[config.mk]
export PLATFORM = sky130hd
export DESIGN_NAME = sdram_burst_sequencer
export DESIGN_NICKNAME = d
export VERILOG_FILES = /design/src/rtl/sdram_burst_sequencer.sv
export SDC_FILE = /design/constraint.sdc
export NUM_CORES = 1
export LEC_CHECK = 0
export CELL_PAD_IN_SITES_DETAIL_PLACEMENT = 0
export CELL_PAD_IN_SITES_GLOBAL_PLACEMENT = 1
export CORE_ASPECT_RATIO = 1.2
export CORE_MARGIN = 10
export CORE_UTILIZATION = 41
export CTS_BUF_LIST = sky130_fd_sc_hd__clkbuf_4
export CTS_CLUSTER_DIAMETER = 50
export DETAILED_ROUTE_END_ITERATION = 8
export DONT_BUFFER_PORTS = 1
export GPL_TIMING_DRIVEN = 1
export PLACE_DENSITY_LB_ADDON = 0.1
export SETUP_SLACK_MARGIN = 0.02
export SKIP_CTS_REPAIR_TIMING = 1
export SYNTH_ARGS = -nofsm -noshare
export SYNTH_HDL_FRONTEND = slang
export SYNTH_SLANG_ARGS = --single-unit
[constraint.sdc]
create_clock -name sram_clk -period 2 [get_ports sram_clk]
set_input_delay 0.3 -clock sram_clk [delete_from_list [all_inputs] [get_ports sram_clk]]
set_output_delay 0.3 -clock sram_clk [all_outputs]
set_load 0.05 [all_outputs]
[src/rtl/sdram_burst_sequencer.sv]
// sdram_burst_sequencer
// Round-robin burst sequencer between NUM_CH client FIFO pairs and a single
// full-page SDRAM controller. Each accepted command issues one controller
// request per burst, advances the {row, bank} burst address after every burst
// and steers data beats between the controller and the owning channel's FIFOs.
// Optional build macro: SDRAM_SEQ_PERF_EN adds perf_clr, perf_beats and
// perf_busy (saturating performance counters).

module sdram_burst_sequencer #(
   parameter int NUM_CH    = 2,
   parameter int DATA_W    = 16,
   parameter int ADDR_W    = 15,
   parameter int BURST_LEN = 512,
   parameter int NB_W      = 8
) (
   input  logic                       sram_clk,
   input  logic                       rst_n,
   input  logic [NUM_CH-1:0]          req_valid,
   output logic [NUM_CH-1:0]          req_ready,
   input  logic [NUM_CH-1:0]          req_rw,
   input  logic [NUM_CH*ADDR_W-1:0]   req_addr,
   input  logic [NUM_CH*NB_W-1:0]     req_nbursts,
   output logic [NUM_CH-1:0]          done,
   input  logic [NUM_CH*DATA_W-1:0]   wf_data,
   output logic [NUM_CH-1:0]          wf_rd_en,
   output logic [DATA_W-1:0]          rf_data,
   output logic [NUM_CH-1:0]          rf_wr_en,
   output logic                       busy,
   output logic                       overrun,
   output logic                       ctrl_rw,
   output logic                       ctrl_rw_en,
   output logic [ADDR_W-1:0]          ctrl_addr,
   output logic [DATA_W-1:0]          ctrl_f2s_data,
   input  logic                       ctrl_ready,
   input  logic                       ctrl_f2s_valid,
   input  logic                       ctrl_s2f_valid,
   input  logic [DATA_W-1:0]          ctrl_s2f_data
`ifdef SDRAM_SEQ_PERF_EN
   ,
   input  logic                       perf_clr,
   output logic [31:0]                perf_beats,
   output logic [31:0]                perf_busy
`endif
);

   localparam int CH_W = (NUM_CH > 1) ? $clog2(NUM_CH) : 1;
   localparam int BC_W = $clog2(BURST_LEN + 1);
   localparam logic [BC_W-1:0] BEAT_MAX = BC_W'(BURST_LEN);
   localparam logic [CH_W-1:0] LAST_CH  = CH_W'(NUM_CH - 1);

   localparam logic [1:0] IDLE  = 2'd0;
   localparam logic [1:0] ISSUE = 2'd1;
   localparam logic [1:0] BURST = 2'd2;
   localparam logic [1:0] DONE  = 2'd3;

   logic [1:0]        state;
   logic [CH_W-1:0]   rr_ptr;
   logic [CH_W-1:0]   cur_ch;
   logic              cur_rw;
   logic [ADDR_W-1:0] cur_addr;
   logic [NB_W-1:0]   remaining;
   logic [BC_W-1:0]   beat_cnt;

   logic              grant_found;
   logic [CH_W-1:0]   grant_ch;
   logic              sel_rw;
   logic [ADDR_W-1:0] sel_addr;
   logic [NB_W-1:0]   sel_nb;

   logic              beat_valid;
   logic              at_max;
   logic              fwd;

   // Round-robin search: first requesting channel at or after rr_ptr, with wrap
   always_comb begin
      logic [CH_W-1:0] idx;
      grant_found = 1'b0;
      grant_ch    = '0;
      idx         = '0;
      for (int i = 0; i < NUM_CH; i++) begin
         idx = CH_W'((int'(rr_ptr) + i) % NUM_CH);
         if (!grant_found && req_valid[idx]) begin
            grant_found = 1'b1;
            grant_ch    = idx;
         end
      end
   end

   // Command fields of the channel currently winning arbitration
   always_comb begin
      sel_rw   = req_rw[grant_ch];
      sel_addr = req_addr[int'(grant_ch)*ADDR_W +: ADDR_W];
      sel_nb   = req_nbursts[int'(grant_ch)*NB_W +: NB_W];
   end

   // Beat qualification: the valid that matters depends on the latched direction
   always_comb begin
      beat_valid = cur_rw ? ctrl_s2f_valid : ctrl_f2s_valid;
      at_max     = (beat_cnt == BEAT_MAX);
      fwd        = (state == BURST) && beat_valid && !at_max;
   end

   // Sequencer state, latched command and burst bookkeeping
   always_ff @(posedge sram_clk or negedge rst_n) begin
      if (!rst_n) begin
         state     <= IDLE;
         rr_ptr    <= '0;
         cur_ch    <= '0;
         cur_rw    <= 1'b0;
         cur_addr  <= '0;
         remaining <= '0;
         beat_cnt  <= '0;
         overrun   <= 1'b0;
      end else begin
         case (state)
            IDLE: begin
               if (grant_found) begin
                  cur_ch    <= grant_ch;
                  cur_rw    <= sel_rw;
                  cur_addr  <= sel_addr;
                  remaining <= sel_nb;
                  rr_ptr    <= (grant_ch == LAST_CH) ? '0 : grant_ch + CH_W'(1);
                  state     <= (sel_nb == '0) ? DONE : ISSUE;
               end
            end
            ISSUE: begin
               if (ctrl_ready) begin
                  beat_cnt <= '0;
                  state    <= BURST;
               end
            end
            BURST: begin
               if (beat_valid) begin
                  if (at_max) begin
                     overrun <= 1'b1;
                  end else begin
                     beat_cnt <= beat_cnt + BC_W'(1);
                  end
               end else if (at_max) begin
                  remaining <= remaining - NB_W'(1);
                  cur_addr  <= cur_addr + ADDR_W'(1);
                  state     <= (remaining == NB_W'(1)) ? DONE : ISSUE;
               end
            end
            default: begin
               state <= IDLE;
            end
         endcase
      end
   end

   // Accept handshake is only offered in IDLE, one-hot to the granted channel
   always_comb begin
      req_ready = '0;
      if (rst_n && (state == IDLE) && grant_found) begin
         req_ready[grant_ch] = 1'b1;
      end
   end

   // Per-channel strobes: FIFO pop/push for forwarded beats, completion pulse
   always_comb begin
      wf_rd_en = '0;
      rf_wr_en = '0;
      done     = '0;
      if (fwd) begin
         if (cur_rw) begin
            rf_wr_en[cur_ch] = 1'b1;
         end else begin
            wf_rd_en[cur_ch] = 1'b1;
         end
      end
      if (state == DONE) begin
         done[cur_ch] = 1'b1;
      end
   end

   // Controller request and data steering for the owning channel
   always_comb begin
      ctrl_rw       = cur_rw;
      ctrl_addr     = cur_addr;
      ctrl_rw_en    = (state == ISSUE) && ctrl_ready;
      busy          = (state != IDLE);
      ctrl_f2s_data = ((state == BURST) && !cur_rw) ?
                      wf_data[int'(cur_ch)*DATA_W +: DATA_W] : '0;
      rf_data       = ((state == BURST) && cur_rw) ? ctrl_s2f_data : '0;
   end

`ifdef SDRAM_SEQ_PERF_EN
   // Saturating counters of forwarded words and non-IDLE cycles
   always_ff @(posedge sram_clk or negedge rst_n) begin
      if (!rst_n) begin
         perf_beats <= '0;
         perf_busy  <= '0;
      end else if (perf_clr) begin
         perf_beats <= '0;
         perf_busy  <= '0;
      end else begin
         if (fwd && (perf_beats != '1)) begin
            perf_beats <= perf_beats + 32'd1;
         end
         if ((state != IDLE) && (perf_busy != '1)) begin
            perf_busy <= perf_busy + 32'd1;
         end
      end
   end
`endif

endmodule

# Word level (Yosys, flattened, before mapping)
# Index checks and enable logic that the tools add are counted.
# W data, S select, Z words.
op_classes:
  add_sub_neg: 5
  n_mul: 1
  order_cmp: 6
  n_eq_ne: 11
  shift: 3
  mux: 43
  n_reduce_logical: 23
ops:
  columns: ["operator", "n"]
  rows:
  - ["$mux W15", 3]
  - ["$mux W16", 2]
  - ["$shiftx A32 B6 Y16", 1]
  - ["$mux W10", 3]
  - ["$pmux W15 S2", 1]
  - ["$shiftx A30 B6 Y15", 1]
  - ["$mux W2", 12]
  - ["$mux W8", 3]
  - ["$pmux W10 S2", 1]
  - ["$pmux W8 S2", 1]
  - ["$shiftx A16 B5 Y8", 1]
  - ["$add A15 B1 Y15 const B", 1]
  - ["$mux W1", 14]
  - ["$ne A2 B2 Y1 const B", 6]
  - ["$reduce_and A4 Y1", 3]
  - ["$add A10 B1 Y10 const B", 1]
  - ["$eq A10 B10 Y1 const B", 1]
  - ["$logic_and A1 B1 Y1", 10]
  - ["$eq A8 B1 Y1 const B", 1]
  - ["$logic_not A8 Y1", 1]
  - ["$lt A1 B2 Y1 const B", 4]
  - ["$sub A8 B1 Y8 const B", 1]
  - ["$pmux W2 S3", 1]
  - ["$reduce_bool A2 Y1", 3]
  - ["10 further kinds", 16]
totals:
  regBits: 39
  in_bits: 103
  output_inout_bits: 59
  elab_cells: 100

# Longest topological paths before layout
depth:
  depth_word: 11
  mapped_depth: 9
  ltp_nobuf: 7

# Worst setup path before layout
# No wires, ideal clock.
synth_timing:
  path_type: "reg2out"
  from: "reg cur_rw (netlist: ctrl_rw)"
  to: "out wf_rd_en[1]"
  arrival_ns: 2.569
  t_required_ns: 1.700
  slack_ns: -0.869
  stages_incl_launch_ff: 5
  n_path_buf: 0
  path_cell_list: "dfrtp_1 mux2i_1 nor2_1 nand2_1 nor3b_1"
synth_between:
  elab_chain_cells: 4
  word_cells_on_any_way: 5
  classes_between: "mux (3); reduce/logical (2)"
synth_lines:
  columns: ["element", "line", "source"]
  rows:
  - ["start: declaration", "59", "logic cur_rw;"]
  - ["start signal: assignment", "119", "cur_rw <= sel_rw;"]
  - ["$mux W1", "98", "beat_valid = cur_rw ? ctrl_s2f_valid : ctrl_f2s_valid;"]
  - ["$logic_and A1 B1 Y1 (2 in a row)", "100", "fwd = (state == BURST) && beat_valid && !at_max;"]
  - ["$mux W2 *", "165", "if (fwd) begin"]
  - ["end: declaration", "25", "output logic [NUM_CH-1:0] wf_rd_en,"]
# Mark *: on every way between the ends. The rest lies on a longest branch, timed or not.

# Worst setup path after layout
layout_timing:
  from: "reg state[0]"
  to: "out ctrl_f2s_data[3]"
layout_between:
  elab_chain_cells: 3
layout_lines:
  columns: ["element", "line", "source"]
  rows:
  - ["start: declaration", "56", "logic [1:0] state;"]
  - ["start signal: assignment", "123", "state <= (sel_nb == '0) ? DONE : ISSUE;"]
  - ["start signal: assignment", "142", "state <= (remaining == NB_W'(1)) ? DONE : ISSUE;"]
  - ["$eq A2 B2 Y1", "183", "ctrl_f2s_data = ((state == BURST) && !cur_rw) ?"]
  - ["$logic_and A1 B1 Y1", "183", null]
  - ["$mux W16", "183", null]
  - ["end: declaration", "33", "output logic [DATA_W-1:0] ctrl_f2s_data,"]
# No other way between the ends.

==> reports/results.md <==
### Route
- 1st-iter DRT viols: 173
- post-route DRC violation count: 0
- drt wl/cell: 22.4 um
- final wirelength: 12.6 mm
- vias per cell: 5.95
- total number of vias: 3349
- post-detailed-route count of antenna-violating nets: 0
- number of optimization iterations in the first detailed-route pass: 4

### Synthesis
- dominant combinational cell family by area after synthesis: simple AND/OR/NAND/NOR gates
- arithmetic-cell share of the synthesized area counting full adders, half adders and majority gates: 2.10%
- post-synth cell types: 56
- fraction of registers with async set or reset after synthesis: 100%
- top cells by area in the synthesized netlist: sky130_fd_sc_hd__dfrtp_1 33%, sky130_fd_sc_hd__mux2i_1 8.1%, sky130_fd_sc_hd__nand2_1 5.4%
- Gate Count Post-Synth: 372
- Post-Synth Simple-Gate Area: 29.5%
- mapped cell area: 2980 um2
- library cell with the largest summed area after synthesis: sky130_fd_sc_hd__dfrtp_1
- Seq cells post-synth: 39
- cell types with the highest counts after synthesis: 43 x sky130_fd_sc_hd__nand2_1, 43 x sky130_fd_sc_hd__nor2_1, 39 x sky130_fd_sc_hd__dfrtp_1
- mux contribution to synthesized area: 11.1%
- Synth Warn #: 0
- post-synthesis xor/xnor area fraction: 1.76%
- synthesized net count: 480
- share of the synthesized area in the top cell type: 32.7%
- post-synthesis compound-gate area fraction: 18.1%
- top_reg_cell synth: sky130_fd_sc_hd__dfrtp_1
- Seq/Total Area, Yosys: 32.7%
- mean instance size in the synthesized netlist: 8.01 um2
- count of flip-flops with a built-in enable after synthesis: 0

### Run status
- outcome: finished, violations left
- violations in the final reports: negative setup slack

### Run
- max cap viols: 0

### Timing
- Clock Skews: 0.0211 ns
- Final Slew Violations: 0
- Hold Fails Final Rpt: 0
- remaining max-slew budget at the tightest pin: 63.7%
- Worst Hold Margin: 0.0613 ns
- setup repair after global routing missed its margin: yes
- Tightest Pin Transition: 0.544 ns
- slack of the critical path: -0.150 ns
- min cycle time layout: 2.15 ns
- Sum Neg Setup Slack: -2.62 ns
- fmax: 0.465 GHz
- Final setup viols: 41
- share of the clock period used by the worst path: 107%

### Die
- die area: 11100 um2
- number of placement rows: 34
- placeable core region: 7150 um2
- Starting Density: 41.7%
- I/O Pins: 162
- chip height: 113 um
- die boundary width: 97.8 um

### Global route
- Overflow after GRT: 0
- number of global-route vias before repair: 3232
- antenna violations before repair: 0
- global-route wire length before repair: 17.9 mm
- All-Layer GR Usage: 19.5%
- largest net degree at the start of global routing: 41

### Layout
- area used by multi-input combinational logic: 2250 um2
- non-filler instance count after layout: 563
- final standard cell area without fillers: 4860 um2
- area added between synthesis and finish: 63.2%
- Storage cell area: 987 um2
- number of inserted filler cells in the final layout: 585
- number of antenna diodes: 0
- number of nets in the finished design: 580
- layout cells sized above 1: 46.9%

### Worst setup path
- r2r endpoint: ctrl_addr[14]
- type of the worst setup path: register to primary output
- crit end category: primary output
- data arrival at the endpoint of the critical path: 1.85 ns
- Worst setup SP type: register
- Crit Path Max Fanout: 8
- reg-to-reg critical path startpoint: beat_cnt[8]
- worst reg-to-reg setup slack: -0.10 ns
- worst reg2reg path depth: 6
- worst endpoint required time: 1.70 ns

### Clock network
- Worst-Skew Late Latency: 0.37 ns
- Num CTS Buffers: 5
- clock-pin slew reported for the worst setup and hold paths after clock tree synthesis: 0.14 ns
- # H-tree levels: 2
- buffer type at the clock tree root: sky130_fd_sc_hd__clkbuf_4
- number of buffers on the longest clock path: 2
- sink count of the clock tree: 39
- clock tree from TritonCTS: yes

### Worst hold path
- HP Class: input port to register
- hold path startpoint: req_rw[1]
- WHS Path Cells: 2
- end point of the worst hold path: ctrl_rw

### Power and ir drop
- maximum vdd drop: 1.09 mV
- power per cell area: 1520 nW/um2
- leakage power of the design: 2.05 nW

### Placed design
- weighted congestion at the end of routability-driven global placement: 0.882
- number of placed instances with taps included: 529
- post-placement cell area: 4050 um2
- total half-perimeter wirelength after legalization and detailed placement: 9.09 mm
- number of buffers inserted by port buffering: 0

[report_power, final]
group	total, mW	leakage, nW	internal (mW)	switching (mW)
clock	0.575	0.0452	0.263	0.312
combinational	5.33	1.54	2.28	3.06
sequential	1.49	0.470	1.12	0.369
[final cells by class]
class                      count  share of cell area [%]
clock buffer                   5                   0.772
clock inverter                 3                   0.900
inverter                      10                   0.849
multi-input combinational    298                    46.2
sequential                    39                    20.3
tap                           90                    2.32
timing repair buffer         118                    28.7
[critical path, cell delays in order, from the launching register on]
cell	delay, ns
sky130_fd_sc_hd__dfrtp_2	0.50
sky130_fd_sc_hd__buf_12	0.15
sky130_fd_sc_hd__nor2b_4	0.12
sky130_fd_sc_hd__buf_12	0.13
sky130_fd_sc_hd__nand2b_4	0.06
sky130_fd_sc_hd__buf_6	0.15
sky130_fd_sc_hd__nor2_1	0.13
sky130_fd_sc_hd__buf_4	0.22
[metrics by stage]
stage	power, mW	worst slack, ns	util, %
2_1_floorplan	4.31	-0.0926	-
5_1_grt	7.82	-0.221	68.0
4_1_cts	6.36	-0.319	57.8
3_5_place_dp	5.79	0.0520	56.7
6_report	7.40	-0.150	68.0
3_3_place_gp	5.70	0.119	56.7
[layer usage]
layer / part of all wire, % / global-route usage [%] / up-vias
met5: 0 / 0 / -
met4: 2.0 / 5.44 / 0
met3: 8.5 / 5.99 / 20
met2: 54 / 34.1 / 156
met1: 36 / 22.3 / 1613
li1: - / - / 1560
[logic make-up (layout without fill, tap and decap cells)]
family	after synthesis	in the layout
flops	39	39
fa+ha+maj	5	5
simple gates	175	175
buf+inv	35	136
xor+xnor	6	6
mux	32	32
compound gates	80	80
[sequential cells by signal, summed over array words and instances (netlist names)]
signal,count
rr_ptr,1
cur_ch,1
ctrl_rw,1
state,2
ctrl_addr,15
overrun,1
beat_cnt,10
remaining,8
[how the worst max path moves through the flow]
stage                       from                to  slack [ns]
global placement    ctrl_addr[0]     ctrl_addr[13]        0.12
floorplan                 cur_ch  ctrl_f2s_data[2]       -0.09
CTS                  beat_cnt[1]       wf_rd_en[1]       -0.32
global route            state[0]  ctrl_f2s_data[3]       -0.22
finish                  state[0]  ctrl_f2s_data[3]       -0.15
detailed placement   beat_cnt[1]     ctrl_addr[11]        0.05
[cells in the final DEF (no fill, tap or decap), drive strengths merged, types with 3 or more instances in the layout]
| cell type | count |
|---|---|
| nor2b | 3 |
| and2 | 3 |
| nor3 | 11 |
| and3 | 22 |
| o22ai | 5 |
| dfrtp | 39 |
| mux2i | 24 |
| buf | 113 |
| xor2 | 5 |
| a31oi | 8 |
| ha | 5 |
| nor4 | 7 |
| nand2 | 43 |
| nand3 | 17 |
| or2 | 5 |
| nor2 | 43 |
| nand2b | 5 |
| o22a | 5 |
| o21ai | 17 |
| clkbuf | 7 |
| a21oi | 18 |
| mux2 | 8 |
| dlygate4sd3 | 3 |
| inv | 9 |
| nand4 | 9 |
Power figures use the tool's default switching activity.
